<file path="config.mk">
export PLATFORM = sky130hd
export DESIGN_NAME = imm_ext_pipe
export DESIGN_NICKNAME = d
export VERILOG_FILES = /design/src/rtl/imm_ext_pipe.sv
export SDC_FILE = /design/constraint.sdc
export NUM_CORES = 1
export LEC_CHECK = 0
export BUFFER_PORTS_ARGS = -buffer_cell sky130_fd_sc_hd__buf_2
export CORE_ASPECT_RATIO = 1.5
export CORE_MARGIN = 8
export CORE_UTILIZATION = 60
export DETAILED_ROUTE_END_ITERATION = 10
export PLACE_DENSITY = 0.91
export SLEW_MARGIN = 5
export SYNTH_ARGS = -nofsm -noshare
export SYNTH_HDL_FRONTEND = slang
export SYNTH_SLANG_ARGS = --single-unit
</file>
<file path="constraint.sdc">
create_clock -name clk -period 4.8 [get_ports clk]
set_input_delay 0.96 -clock clk [delete_from_list [all_inputs] [get_ports clk]]
set_output_delay 0.96 -clock clk [all_outputs]
set_load 0.05 [all_outputs]
</file>
<file path="src/rtl/imm_ext_pipe.sv">
// imm_ext_pipe: registered immediate extender with valid/ready handshake.
// A main output register and a skid register let it absorb two items
// while execute is stalled. Illegal modes produce zero data with out_err set.
module imm_ext_pipe #(
    parameter int IN_W    = 16,
    parameter int OUT_W   = 32,
    parameter int SHAMT_W = 5
) (
    input  logic             clk,
    input  logic             rst_n,
    input  logic             flush,
    input  logic             in_valid,
    output logic             in_ready,
    input  logic [IN_W-1:0]  in_imm,
    input  logic [2:0]       in_mode,
    output logic             out_valid,
    input  logic             out_ready,
    output logic [OUT_W-1:0] out_data,
    output logic             out_err,
    output logic             err_sticky
);

    // Out-of-range parameters stop elaboration rather than build a broken datapath.
    if (IN_W < 2 || IN_W > OUT_W) begin : g_bad_in_w
        $error("imm_ext_pipe: IN_W must satisfy 2 <= IN_W <= OUT_W");
    end
    if (OUT_W < IN_W + 2) begin : g_bad_out_w
        $error("imm_ext_pipe: OUT_W must be at least IN_W + 2");
    end
    if (SHAMT_W < 1 || SHAMT_W > IN_W) begin : g_bad_shamt_w
        $error("imm_ext_pipe: SHAMT_W must satisfy 1 <= SHAMT_W <= IN_W");
    end

    typedef enum logic [2:0] {
        MODE_ZERO   = 3'd0,
        MODE_SIGN   = 3'd1,
        MODE_UPPER  = 3'd2,
        MODE_SHAMT  = 3'd3,
        MODE_BRANCH = 3'd4
    } mode_e;

    typedef enum logic [1:0] {
        ST_EMPTY = 2'd0,
        ST_ONE   = 2'd1,
        ST_FULL  = 2'd2
    } state_e;

    localparam int PAD_W = OUT_W - IN_W;

    mode_e             mode;
    logic [OUT_W-1:0]  sign_ext;
    logic [OUT_W-1:0]  ext_data;
    logic              ext_err;

    state_e            state, state_next;
    logic              accept, deliver;
    logic              load_main_in, load_main_skid, load_skid;
    logic [OUT_W-1:0]  main_data, skid_data;
    logic              main_err, skid_err;

    assign mode     = mode_e'(in_mode);
    assign sign_ext = {{PAD_W{in_imm[IN_W-1]}}, in_imm};

    // Extension is done before capture so the registers hold final results.
    always_comb begin
        // NOTE: every output of a combinational block gets a default first so
        // no path through the case leaves it unassigned (which infers a latch).
        ext_data = '0;
        ext_err  = 1'b0;
        case (mode)
            MODE_ZERO:   ext_data = {{PAD_W{1'b0}}, in_imm};
            MODE_SIGN:   ext_data = sign_ext;
            MODE_UPPER:  ext_data = {in_imm, {PAD_W{1'b0}}};
            MODE_SHAMT:  ext_data = {{(OUT_W-SHAMT_W){1'b0}}, in_imm[SHAMT_W-1:0]};
            MODE_BRANCH: ext_data = {sign_ext[OUT_W-3:0], 2'b00};
            default:     ext_err  = 1'b1;
        endcase
    end

    assign accept    = in_valid & in_ready;
    assign out_valid = (state != ST_EMPTY);
    assign deliver   = out_valid & out_ready;
    assign out_data  = main_data;
    assign out_err   = main_err;

    // Item-count state register.
    always_ff @(posedge clk or negedge rst_n) begin
        // NOTE: sequential state uses non-blocking assignments so every flop
        // samples pre-edge values regardless of statement order.
        if (!rst_n) state <= ST_EMPTY;
        else        state <= state_next;
    end

    // Next-state and register-load decode; flush overrides all handshakes.
    always_comb begin
        state_next     = state;
        load_main_in   = 1'b0;
        load_main_skid = 1'b0;
        load_skid      = 1'b0;
        if (flush) begin
            state_next = ST_EMPTY;
        end else begin
            case (state)
                ST_EMPTY: begin
                    if (accept) begin
                        state_next   = ST_ONE;
                        load_main_in = 1'b1;
                    end
                end
                ST_ONE: begin
                    if (accept && deliver) begin
                        load_main_in = 1'b1;
                    end else if (accept) begin
                        state_next = ST_FULL;
                        load_skid  = 1'b1;
                    end else if (deliver) begin
                        state_next = ST_EMPTY;
                    end
                end
                ST_FULL: begin
                    if (deliver) begin
                        state_next     = ST_ONE;
                        load_main_skid = 1'b1;
                    end
                end
                default: state_next = ST_EMPTY;
            endcase
        end
    end

    // Main and skid data registers.
    always_ff @(posedge clk or negedge rst_n) begin
        // NOTE: the data registers are reset because out_data must read zero
        // during reset; storage with no such visible reset value would not be.
        if (!rst_n) begin
            main_data <= '0;
            main_err  <= 1'b0;
            skid_data <= '0;
            skid_err  <= 1'b0;
        end else begin
            if (load_main_in) begin
                main_data <= ext_data;
                main_err  <= ext_err;
            end else if (load_main_skid) begin
                main_data <= skid_data;
                main_err  <= skid_err;
            end
            if (load_skid) begin
                skid_data <= ext_data;
                skid_err  <= ext_err;
            end
        end
    end

    // in_ready comes straight from a flop: low exactly while skid is occupied.
    always_ff @(posedge clk or negedge rst_n) begin
        if (!rst_n) in_ready <= 1'b1;
        else        in_ready <= (state_next != ST_FULL);
    end

    // Sticky error: any accepted illegal item, flush cycle included.
    always_ff @(posedge clk or negedge rst_n) begin
        if (!rst_n)                  err_sticky <= 1'b0;
        else if (accept && ext_err)  err_sticky <= 1'b1;
    end

endmodule

</file>
* After elaboration in Yosys (flattened, before gate mapping) *
Cells that the tools add are included.
W data, S select, Z words.

storage, ports and cells
  register bits after elaboration = 70
  bits in latches = 0
  memory bits (writable) = 0
  ROM bits = 0
  input bits = 24
  memories kept = 0

cells by class
  add/subtract/negate cells = 0
  $mul = 0
  divide/modulo/power cells = 0
  order comparisons = 0
  equality and inequality tests = 7
  shift operators = 0
  multiplexer cells = 23
  bitwise gates (word level) = 2
  reduce and logical (&&, ||, !) cells = 7

operator list
  cell                  count
  $pmux W32 S5          1
  $mux W32              2
  $mux W1               12
  $mux W2               6
  $eq A3 B2 Y1 const B  2
  $pmux W2 S3           1
  $reduce_or A5 Y1      1
  $reduce_bool A2 Y1    2
  $eq A3 B1 Y1 const B  1
  $eq A3 B3 Y1 const B  1
  $logic_not A3 Y1      1
  $and A1 B1 Y1         2
  $eq A2 B1 Y1 const B  1
  $eq A2 B2 Y1 const B  1
  $logic_and A1 B1 Y1   2
  $logic_not A2 Y1      1
  $ne A2 B2 Y1 const B  1
  $pmux W1 S2           1

* Longest topological paths before layout *
Gate-level depths: netlist (run 1).

  depth in word-level cells = 8
  gate-level depth with buffers = 6
  mapped depth without buffers = 4

* Worst setup path after synthesis (run 1) *
OpenSTA, ideal clock, no wires.

  kind = input port to flip-flop
  from = input port in_valid
  to = register skid_data[11]
  arrival time = 2.117 ns
  required time = 4.675 ns
  setup slack = 2.558 ns
  stages = 5
  buffers on the path = 2
  path through = nand2_1 or4_4 buf_6 buf_6 mux2_4

on the way
  word-level cells in the longest chain between the ends = 5
  elaborated cells between the ends (all ways) = 6

RTL lines
  element                                                line      text
  start: declaration                                     12        input logic in_valid,
  $and A1 B1 Y1 *                                        80        assign accept = in_valid & in_ready;
  $mux W1 / $logic_and A1 B1 Y1 (equally long branches)  113, 111
  $mux W1 *                                              111       if (accept && deliver) begin
  $mux W1 *                                              103       case (state)
  $mux W1 *                                              100       if (flush) begin
  end signal: assignment                                 149       skid_data <= ext_data;
  end: declaration                                       58        logic [OUT_W-1:0] main_data, skid_data;

Mark *: on every way between the ends. The rest lies on a longest branch, timed or not.
A chain may end at the register's enable or synchronous reset.

* Final worst setup path (run 1) *
  from = input port in_mode[1]
  to = register skid_data[28]

on the way
  word-level cells in the longest chain between the ends = 2
  elaborated cells between the ends (all ways) = 6

RTL lines
  element                                     line  text
  start: declaration                          15    input logic [2:0] in_mode,
  $eq A3 B3 Y1, or another cell as far along  70    case (mode)
  $pmux W32 S5 *                              70

Marked as above.

==> impl_results.md, run 1 <==
- Achievable frequency: 0.358 GHz
- Avg Vias per Cell: 5.77
- Sink of the worst hold path: skid_data[19]
- PortBufs: just under 60
- Synth-to-layout area growth: 12.0%
- Root Buffer Master: clkbuf_8
- Share of the synthesized area in the top cell type: between 50% and 60%
- FF-to-FF End: out_data[21]
- Nature of the critical path startpoint: primary input
- Critical-path maximum fanout: 17
- Worst rel slew slack: 33.7%
- NumNets Final: ~400
- Commonest cells after routing, fill and taps aside: dfrtp_1, buf_2, nand2_1
- Critical Path AT: ~3 ns
- Via count: 2607
- Seq cells post-synth: 70
- Fillers: around 400
- Synth area leaders: dfrtp_1, mux2_2, a21oi_1, nand2_1, o21ai_1
- Fin Hold WS: between 0.4 and 0.5 ns
- Pleak: about 0.0018 uW
- Grt total ovfl: 0
- Sequential element share of the synthesized area: between 50% and 60%
- Clock Skew: 0.0102 ns
- Clk_lat worst skew: between 0.3 and 0.4 ns
- Mapped Cells: approximately 330
- FF-to-FF Start: state[0]
- Wire per inst: about 17 um
- DRT iter0 DRCs: roughly 250
- Die W: 77.5 um
- Clock Path Buffers: 2
- First-pass GRT wire length: ~13000 um
- Total of max-cap violations: 0
- P per Cell Area: a little over 400 nW/um2
- RSZ-0062 raised after global routing: no
- Tightest Pin Transition: approximately 0.99 ns
- H-tree levels: 3
- Hold Path Class: register to register
- Setup Fix Bufs, Post-CTS: 0
- Core area: ~5500 um2
- Count of final setup violators: 0
- Final Non-Filler Cells: between 400 and 500
- Number of detailed-route iterations in the first pass: 5
- Library cells used by synthesis: 34
- Place WS: between 1.5 and 2 ns
- Number of remaining DRC errors: 0
- Syn. warnings: 0
- Fin. Hold Viols: 0
- Crit share post-route: 58.2%
- Max-slew violations: 0
- Post-cts sizing count: 0
- # diodes: 0
- Worst path required time: around 5.1 ns
- Antenna violations before repair: 0
- CTS tree: done
- Hold_buf cts: 0
- Layout cells sized above 1: slightly below 30%
- Initial Util: between 60 and 70%
- Die height: approximately 110 um
- Peak VDD IR: ~0.00025 V
- Clock transition at path regs: 0.08 ns
- Final setup TNS: 0 ns
- Placed cells: 437
- Die area: about 8400 um2
- Finished Core Util: a little over two thirds
- I/O pin count: 60
- Crit Path Class: primary input to register
- Commonest non-fill, non-tap cell in the layout: dfrtp_1
- Dpl hpwl: 5110 um
- WL final: ~7600 um
- Status: completed
- Clock period minus worst slack: roughly 2.8 ns
- Mapped Avg Cell Area: around 10 um2
- Rows: 33
- Tot GR Track Use: around a fifth
- Syn_nets: between 300 and 400
- Cell count of the worst hold path: 2
- Reg2reg setup slack: between 2 and 2.5 ns
- Post-Syn Area: around 3400 um2
- CTS Buf Count: 9
- Hold path start: skid_data[19]
- CTS sink count: 70
- Yosys top cell by area: dfrtp_1
- Reg2reg path depth: 5
- Routability congestion estimate: about 0.81
- Largest net degree at the start of global routing: 67
- Worst setup margin: approximately 2 ns
- Vias in the first global route: between 2000 and 3000
- Count of nets left with antenna violations after detail routing: 0
- Setup crit end kind: register
power by group:
group | total (uW) | switching, uW | internal (uW)
Clock | 385 | 204 | 181
Combinational | 425 | 295 | 129
Sequential | 735 | 50.5 | 684
final cells by class:
class / count / area [um2] / area share, %
timing repair buffer: 61 / 310 / 8.13
multi-input combinational: 234 / 1500 / 39.4
clock inverter: 5 / 27.5 / 0.721
clock buffer: 10 / 128 / 3.34
tap: 70 / 87.6 / 2.30
inverter: 2 / 7.51 / 0.197
sequential: 70 / 1750 / 45.9
stage by stage:
step | power (uW) | cell area (um2)
finish | 1540 | 3820
global route | 1620 | 3820
CTS | 1550 | 3820
detailed placement | 1170 | 3660
global placement | 1150 | 3660
floorplan | 1060 | 3410
cell families after synthesis:
| logic type | after synthesis | share of synthesized area (%) |
|---|---|---|
| and+or+nand+nor | 99 | 15.0 |
| AOI/OAI and AO/OA | 89 | 13.9 |
| muxes | 44 | 14.7 |
| buffers and inverters | 28 | 4.41 |
| DFF | 70 | 51.5 |
| xor gates and xnor gates | 2 | 0.514 |
Yosys cell counts:
cell / n
dfrtp_1: 69
nand2_1: 48
a21oi_1: 39
o21ai_1: 29
mux2_2: 28
nor2_1: 14
nand2b_1: 12
mux2i_1: 11
nand3b_1: 11
clkbuf_1: 10
o21ai_0: 10
buf_2: 9
nor2b_1: 6
o31ai_1: 6
mux2_4: 5
buf_4: 3
buf_6: 3
inv_1: 2
xnor2_1: 2
a211oi_1: 1
a31oi_1: 1
and4bb_1: 1
buf_1: 1
dfstp_2: 1
nand2b_4: 1
nor3_1: 1
nor3b_1: 1
nor3b_2: 1
o21bai_1: 1
o22a_1: 1
o31a_1: 1
or2_2: 1
or4_4: 1
or4b_4: 1
worst max-delay path: stages:
cell     delay, ns
buf_2         0.28
nor2b_1       0.56
nor2b_1       0.81
a21oi_1       0.22
o21ai_1       0.21
sequential cells by signal, summed over array words and instances (netlist names):
register    cells
err_sticky      1
out_err         1
skid_err        1
out_data       32
skid_data      32
in_ready        1
state           2
per-layer routing:
layer | track usage, % | part of all wire (%) | vias to the layer above
met5 | 0 | 0 | -
met4 | 9.89 | 1.7 | 0
met3 | 5.23 | 6.2 | 15
met2 | 30.1 | 52 | 93
met1 | 22.3 | 40 | 1258
li1 | - | - | 1241
worst max path at each step:
stage                          start       endpoint  slack (ns)  depth (start not counted)
after global routing      in_mode[1]  skid_data[16]        1.92                          5
after CTS                      flush   out_data[21]        2.05                          6
final                     in_mode[1]  skid_data[28]        2.01                          5
after detailed placement       flush   out_data[21]        1.69                          6
after floorplan             in_valid  skid_data[11]        2.56                          5
after global placement         flush   out_data[16]        1.74                          6
Power figures use the tool's default switching activity.
==> run 2: changes to the inputs <==
--- a/config.mk
+++ b/config.mk
@@ -8,9 +8,9 @@
 export BUFFER_PORTS_ARGS = -buffer_cell sky130_fd_sc_hd__buf_2
 export CORE_ASPECT_RATIO = 1.5
 export CORE_MARGIN = 8
-export CORE_UTILIZATION = 60
+export CORE_UTILIZATION = 50
 export DETAILED_ROUTE_END_ITERATION = 10
-export PLACE_DENSITY = 0.91
+export PLACE_DENSITY = 0.81
 export SLEW_MARGIN = 5
 export SYNTH_ARGS = -nofsm -noshare
 export SYNTH_HDL_FRONTEND = slang
==> constraint.sdc (replaced) <==
create_clock -name clk -period 2.52 [get_ports clk]
set_input_delay 0.504 -clock clk [delete_from_list [all_inputs] [get_ports clk]]
set_output_delay 0.504 -clock clk [all_outputs]
set_load 0.05 [all_outputs]
==> run 2 against run 1 <==
- global-route usage is 2.7 points lower
- final area is 3.3% higher
- wire length is 1.4% lower
- critical path depth is 2 lower
- combinational power is 91% higher
- register-to-register slack worse by 1.8 ns
- critical path type is now register to register
==> impl_results.md, run 2 (synthesis results as in run 1) <==
- Max Used Layer: met4
- P per Cell Area: 809 nW/um2
- Fin Hold WS: around 0.17 ns
- Setup crit end kind: register
- Count of final setup violators: 0
- Max stage delay on crit path: roughly 0.8 ns
- Root Buffer Master: clkbuf_8
- I/O pin count: 60
- Hold Path Class: primary input to asynchronous set/reset pin
- DR WL met3: approximately 410 um
- Rows: 37
- Die height: roughly 120 um
- Fillers: between 500 and 600
- Peak VDD IR: around 0.00039 V
- Core area: 6710 um2
- Die area: between 9000 and 10000 um2
- Max-slew violations: 0
- WL final: between 7000 and 8000 um
- Fin. Hold Viols: 0
- Clock Skew: roughly 0.0066 ns
- Via count: ~2500
- First-pass GRT wire length: around 13000 um
- Reg2reg setup slack: 0.57 ns
- Status: completed
- Crit Path Class: register to register
- Grt total ovfl: 0
- Antenna violations before repair: 0
- Clock period minus worst slack: just under 2 ns
- Largest net degree at the start of global routing: 67
- Met2 WL: approximately 3800 um
- Commonest non-fill, non-tap cell in the layout: dfrtp_1
- Post-cts sizing count: 0
- Avg Vias per Cell: between 5 and 6
- Tightest Pin Transition: approximately 0.85 ns
- Clk_lat worst skew: 0.34 ns
- # diodes: 0
- Crit share post-route: between 70% and 80%
- DRT iter0 DRCs: 273
- Nature of the critical path startpoint: register
- Die W: approximately 83 um
- Number of remaining DRC errors: 0
- H-tree levels: 3
- Clock Path Buffers: 2
- Number of detailed-route iterations in the first pass: 4
- Achievable frequency: just over 0.5 GHz
- Routability congestion estimate: slightly below 0.9
- Crit-path slowest cell: or4_4
- Synth-to-layout area growth: 15.7%
- RSZ-0062 raised after global routing: no
- Tot GR Track Use: about 16%
- Critical Path AT: 2.17 ns
- Critical-path maximum fanout: 56
- PortBufs: between 50 and 60
- Initial Util: 50.7%
- FF-to-FF Start: in_ready
- Count of nets left with antenna violations after detail routing: 0
- Dpl hpwl: ~5300 um
- Final setup TNS: 0 ns
- Worst path required time: 2.74 ns
- Clock transition at path regs: approximately 0.070 ns
- NumNets Final: between 400 and 500
- Setup Fix Bufs, Post-CTS: 0
- FF-to-FF End: skid_data[11]
- Vias in the first global route: 2569
- CTS tree: done
- CTS Buf Count: 9
- Reg2reg path depth: 3
- Hold_buf cts: 0
- Layout cells sized above 1: between 30% and 40%
- Worst rel slew slack: a little over two fifths
- Metal-1 WL: between 3000 and 4000 um
- Total of max-cap violations: 0
- Wire per inst: 16.1 um
- Pleak: roughly 0.0019 uW
- CP Cell Sequence: nand2_1, or4_4, mux2_4
- CTS sink count: 70
- Commonest cells after routing, fill and taps aside: dfrtp_1, buf_2, nand2_1
## run 2: cell type report
class | instances | area [um2] | share of cell area, %
multi-input cells | 234 | 1500 | 38.1
well taps | 78 | 97.6 | 2.48
repair buffers | 65 | 365 | 9.27
inverters | 2 | 7.51 | 0.190
clock buffers | 12 | 145 | 3.68
clock inverters | 4 | 70.1 | 1.78
flip-flops and latches | 70 | 1750 | 44.5
## run 2: where the power goes
| part | switching (uW) | leakage (uW) | internal [uW] | total (uW) |
|---|---|---|---|---|
| clock network | 401 | 0.000110 | 582 | 983 |
| registers | 94.2 | 0.000910 | 1300 | 1400 |
| logic | 557 | 0.000831 | 252 | 810 |
## run 2: metal layers
| metal | vias to the layer above | track usage, % |
|---|---|---|
| met5 | - | 0 |
| met4 | 0 | 7.29 |
| met3 | 10 | 4.64 |
| met2 | 55 | 26.9 |
| met1 | 1206 | 18.4 |
| li1 | 1247 | - |
## run 2: worst max-delay path, delay by kind of cell (launching register included)
kind / cells / cell delay [ns]
mux: 1 / 0.39
simple gates: 2 / 0.89
flops: 1 / 0.53
## run 2: worst max-delay path by stage
stage / cells past startpoint / start / endpoint / slack, ns
final: 3 / in_ready / skid_data[11] / 0.57
after global routing: 3 / in_ready / skid_data[11] / 0.46
after CTS: 3 / in_ready / skid_data[11] / 0.56
after detailed placement: 4 / in_valid / skid_data[12] / 0.50
after global placement: 4 / in_valid / skid_data[12] / 0.53
after floorplan: 5 / in_ready / skid_data[11] / 0.50
## run 2: metrics by stage
stage          utilization [%]  worst slack, ns  cells  cell area (um2)  power (uW)
5_1_grt                   58.7            0.464    465             3940        3350
4_1_cts                   58.7            0.562    465             3940        3220
6_report                  58.7            0.570    465             3940        3190
3_5_place_dp              55.5            0.503    449             3730        2240
2_1_floorplan                -            0.499    332             3410        2010
3_3_place_gp              55.5            0.531    449             3730        2210
